===== src/rtl/buffer_config_pkg.sv =====
// Framebuffer geometry presets and the (x, y) -> linear address mapping
// shared by the writer and the display scanout.
package buffer_config_pkg;

  typedef struct packed {
    int unsigned width;
    int unsigned height;
    int unsigned addr_width;
  } buffer_config_t;

  localparam buffer_config_t BUFFER_160x120x12 = '{width: 160, height: 120, addr_width: 15};

  function automatic logic [31:0] buffer_addr(input buffer_config_t cfg,
                                              input logic [31:0] x,
                                              input logic [31:0] y);
    return y * cfg.width + x;
  endfunction

endpackage


===== src/rtl/types_pkg.sv =====
// Shared pixel/color types for the draw-side pipelines.
package types_pkg;

  typedef logic [11:0] color_t;

  typedef struct packed {
    logic [15:0] x;
    logic [15:0] y;
    color_t      color;
  } pixel_write_t;

endpackage


===== src/rtl/framebuffer_writer.sv =====
// Write port of the frame RAM: clipped pixel writes plus a full-buffer clear.
// Optional clipped-pixel counter enabled by FRAMEBUFFER_WRITER_CLIP_COUNT_EN.
module framebuffer_writer
  import types_pkg::*;
  import buffer_config_pkg::*;
#(
  parameter buffer_config_t BUFFER_CONFIG = BUFFER_160x120x12,
  parameter int unsigned COORD_WIDTH = 16,
  localparam int unsigned AW = BUFFER_CONFIG.addr_width
) (
  input  logic                   clk_system,
  input  logic                   rst_system,
  input  logic                   pixel_valid,
  output logic                   pixel_ready,
  input  logic [COORD_WIDTH-1:0] pixel_x,
  input  logic [COORD_WIDTH-1:0] pixel_y,
  input  color_t                 pixel_color,
  input  logic                   clear_start,
  input  color_t                 clear_color,
  output logic                   busy,
  output logic                   clear_done,
  output logic                   write_en,
  output logic [AW-1:0]          write_addr,
  output color_t                 write_data
`ifdef FRAMEBUFFER_WRITER_CLIP_COUNT_EN
  ,
  output logic [15:0]            clip_count
`endif
);

  typedef enum logic {IDLE, CLEAR} writer_state_t;

  localparam logic [31:0] TOTAL = 32'(BUFFER_CONFIG.width * BUFFER_CONFIG.height);

  writer_state_t state, next_state;
  logic [31:0]   clear_cnt;
  color_t        clear_color_q;
  logic [31:0]   x_ext, y_ext, pix_addr;
  logic          in_range, accept;

  assign x_ext    = 32'(pixel_x);
  assign y_ext    = 32'(pixel_y);
  assign pix_addr = buffer_addr(BUFFER_CONFIG, x_ext, y_ext);
  assign in_range = (x_ext < BUFFER_CONFIG.width) && (y_ext < BUFFER_CONFIG.height);

  assign pixel_ready = (state == IDLE) && !clear_start;
  assign accept      = pixel_valid && pixel_ready;
  assign busy        = (state == CLEAR);

  always_comb begin
    next_state = state;
    case (state)
      IDLE:    if (clear_start) next_state = CLEAR;
      CLEAR:   if (clear_cnt == TOTAL) next_state = IDLE;
      default: next_state = IDLE;
    endcase
  end

  // The first clear write is issued on the same edge that enters CLEAR, so
  // clear_cnt holds the next address to write; reaching TOTAL means all done.
  always_ff @(posedge clk_system or posedge rst_system) begin
    if (rst_system) begin
      state         <= IDLE;
      clear_cnt     <= '0;
      clear_color_q <= '0;
      write_en      <= 1'b0;
      write_addr    <= '0;
      write_data    <= '0;
      clear_done    <= 1'b0;
    end else begin
      state      <= next_state;
      write_en   <= 1'b0;
      clear_done <= 1'b0;
      case (state)
        IDLE: begin
          if (clear_start) begin
            clear_color_q <= clear_color;
            clear_cnt     <= 32'd1;
            write_en      <= 1'b1;
            write_addr    <= '0;
            write_data    <= clear_color;
          end else if (accept && in_range) begin
            write_en   <= 1'b1;
            write_addr <= AW'(pix_addr);
            write_data <= pixel_color;
          end
        end
        CLEAR: begin
          if (clear_cnt == TOTAL) begin
            clear_done <= 1'b1;
            clear_cnt  <= '0;
          end else begin
            write_en   <= 1'b1;
            write_addr <= AW'(clear_cnt);
            write_data <= clear_color_q;
            clear_cnt  <= clear_cnt + 32'd1;
          end
        end
        default: ;
      endcase
    end
  end

`ifdef FRAMEBUFFER_WRITER_CLIP_COUNT_EN
  always_ff @(posedge clk_system or posedge rst_system) begin
    if (rst_system) begin
      clip_count <= '0;
    end else if ((state == IDLE) && clear_start) begin
      clip_count <= '0;
    end else if (accept && !in_range && (clip_count != 16'hFFFF)) begin
      clip_count <= clip_count + 16'd1;
    end
  end
`endif

endmodule


===== config.mk =====
export PLATFORM = sky130hd
export DESIGN_NAME = framebuffer_writer
export DESIGN_NICKNAME = d
export VERILOG_FILES = /design/src/rtl/buffer_config_pkg.sv /design/src/rtl/types_pkg.sv /design/src/rtl/framebuffer_writer.sv
export SDC_FILE = /design/constraint.sdc
export NUM_CORES = 1
export LEC_CHECK = 0
export BUFFER_PORTS_ARGS = -buffer_cell sky130_fd_sc_hd__buf_2
export CORE_UTILIZATION = 41
export CTS_CLUSTER_DIAMETER = 50
export DETAILED_ROUTE_END_ITERATION = 8
export GPL_ROUTABILITY_DRIVEN = 0
export SETUP_SLACK_MARGIN = 0.5
export SLEW_MARGIN = 20
export SYNTH_ARGS = -nofsm -noshare
export SYNTH_HDL_FRONTEND = slang
export SYNTH_SLANG_ARGS = --single-unit

===== constraint.sdc =====
create_clock -name clk_system -period 4.66 [get_ports clk_system]
set_input_delay 0.233 -clock clk_system [delete_from_list [all_inputs] [get_ports clk_system]]
set_output_delay 0.233 -clock clk_system [all_outputs]
set_load 0.005 [all_outputs]

==> metrics <==
CTS clk-pin slew, worst paths=0.08 ns; Vias/cell=5.56; Worst setup SP type=register; syn_nets=569; CTS tree=yes; die area=11300 µm²; Crit. End Element=register; crit-path max cell delay=0.70 ns; headroom to the max-slew limit=31.9%; Reg power frac=47.2%; max_cap viols=0; H-tree levels=3; critical path required time=4.90 ns; Overall Power=1.87 mW; largest net degree at the start of global routing=75; P_leak=2.38 nW; Slew @ Worst Pin=1.02 ns; Antenna Nets Post-Route=0; Layout Skew=0.00950 ns; RR Endpoint=write_addr[12]; Longest Clk Path Bufs=2; Die Y=106 µm; Comb power frac=23.2%; WL per Instance=16.0 µm; Synth top area share=41.4%; fin crit period=3.00 ns; Critical-path top delay cell=o22a_2; fin. max-slew vios=0; crit path DAT=3.24 ns; CP delay by family, top=compound AO/OA/AOI/OAI gates; unrepaired setup endpoints after global routing=no; Layout area overhead=16.6%; switching share of power=31.9%; std cell rows=37; Num CTS Buffers=9; Cells after Synth=483; flip-flop cell with the highest count after synthesis=dfrtp_1; register bit total from synthesis=74; Yosys top cell by area=dfrtp_1; WP buf/inv=1; asr flop ratio synth=100%; Area contributors post-synth=dfrtp_1, o21ai_0, ha_1; fmax=0.333 GHz; P per Cell Area=358 nW/µm²; most frequent cells in the layout=buf_2, dfrtp_1, o21ai_0; post_cts resized=0; via count=3912; status=completed; Setup crit end=write_addr[12]; post-synthesis cell type count=54; worst vdd ir=179 µV; period utilization=64.4%; drt total wl=11300 µm; Final Hold Viols=0; flop2flop setup slack=1.66 ns; Root Buffer=clkbuf_8; sequential area share after synthesis=41.4%; Core ar.=10500 µm²; fraction of layout cells with a size suffix above 1=24.8%; Clk pwr share=29.6%; Chip Width=106 µm; GRT Total Usage=20.8%; number of I/O pins=91; Power Internal=1.27 mW; vias in the first global route=3741; origin of the critical flop-to-flop path=clear_cnt[22]; first-pass GRT wire length=18500 µm; grt ovf=0; Max FO, Critical Path=42; Hold WC Path Type=primary input to register; fin nets=649; number of fill cells=1031; CTS Hold Bufs=0; Clock Latency Late Sink=0.36 ns; Worst Setup SP=clear_cnt[22]; synth warn=0; DRT iter0 DRCs=229; Crit Path Class=register to register; final setup fails=0; CP Depth=6; Detailed Place HPWL=7920 µm; setup tns final=0 ns; most common cell after layout, fill and taps aside=buf_2; Post-synth EDFFs=0; mean post-synth cell area=9.26 µm²; worst r2r path cells=6; worst path cell trace=nor4_1, nand4_1, nor3_2, o22a_2, inv_1, o22a_1; post-CTS setup buffer count=0; switching power=596 µW; DR DRC count=0; number of diodes=0; Synth Cell Area=4470 µm²; CTS sink cnt=74; Initial Utilization=42.7%; # port buffers=90; First-pass DRT Iterations=4; antenna violations before repair=0
## power by group through the flow
stage	registers (mW)	logic, mW	clock network, mW
floorplan	0.860	0.291	0
finish	0.881	0.433	0.553
detailed placement	0.892	0.435	0
CTS	0.880	0.439	0.563
global route	0.899	0.492	0.589
global placement	0.887	0.428	0
## synthesized netlist by cell type, types with 3 or more instances
library cell  number
a41oi_1            4
mux2i_1           12
mux2_2            12
nand3_1           13
a211oi_1           3
ha_1              24
o21ai_0           62
nor3_1             7
nor2b_1            5
and3_1             8
clkbuf_1          14
a21oi_1           28
a21o_1             6
nor2_1            42
xnor2_1            8
a31oi_1            7
nand2_1           47
o31ai_1            7
inv_1             13
xor2_1             7
nor4_1             9
a221oi_1          11
dfrtp_1           74
buf_2              5
nand4_1           13
## kinds of logic (layout without fill, tap and decap cells)
family | after synthesis | in the layout | synth area share, %
and+or+nand+nor | 163 | 163 | 18.8
DFF | 74 | 74 | 41.4
xor gates and xnor gates | 15 | 15 | 2.94
muxes | 24 | 24 | 5.71
adders and majority gates | 26 | 26 | 7.61
AOI/OAI and AO/OA | 143 | 143 | 19.5
buffers and inverters | 38 | 123 | 4.03
## final cells by class
type / instances / area, µm² / share of cell area, %
clock buffers: 9 / 124 / 2.38
clock inverters: 7 / 93.8 / 1.80
inverters: 13 / 48.8 / 0.936
well taps: 136 / 170 / 3.26
flip-flops and latches: 74 / 1850 / 35.5
repair buffers: 94 / 480 / 9.22
multi-input cells: 371 / 2440 / 46.9
## registers in the layout (all words and copies together) (netlist names)
register	flops
clear_cnt	32
write_addr	15
clear_color_q	12
write_data	12
busy	1
clear_done	1
write_en	1
## metrics by stage
stage / util, % / instances / worst slack (ns) / area [µm²] / hold WS, ns
finish: 49.8 / 704 / 1.66 / 5210 / 0.121
global route: 49.8 / 704 / 1.35 / 5210 / 0.106
CTS: 49.8 / 704 / 1.64 / 5210 / 0.108
detailed placement: 47.7 / 688 / 1.53 / 4990 / 0.474
global placement: 47.7 / 688 / 1.59 / 4990 / 0.466
floorplan: - / 483 / 1.83 / 4470 / 0.385
## worst min path at each step
stage,depth (start not counted),slack [ns],endpoint,start
after CTS,2,0.11,clear_color_q[2],clear_color[2]
after floorplan,1,0.38,clear_color_q[10],clear_color[10]
after global placement,1,0.47,clear_cnt[31],clear_cnt[31]
after detailed placement,2,0.47,write_data[3],write_data[3]
final,2,0.12,clear_color_q[2],clear_color[2]
after global routing,2,0.11,clear_color_q[6],clear_color[6]
## per-layer routing
metal	wire length, µm	track usage [%]	vias to the layer above
li1	-	-	1930
met5	0	0	-
met1	5150	27.7	1853
met2	5390	33.3	112
met4	220	8.51	0
met3	517	3.80	17
(Power assumes the default switching activity.)
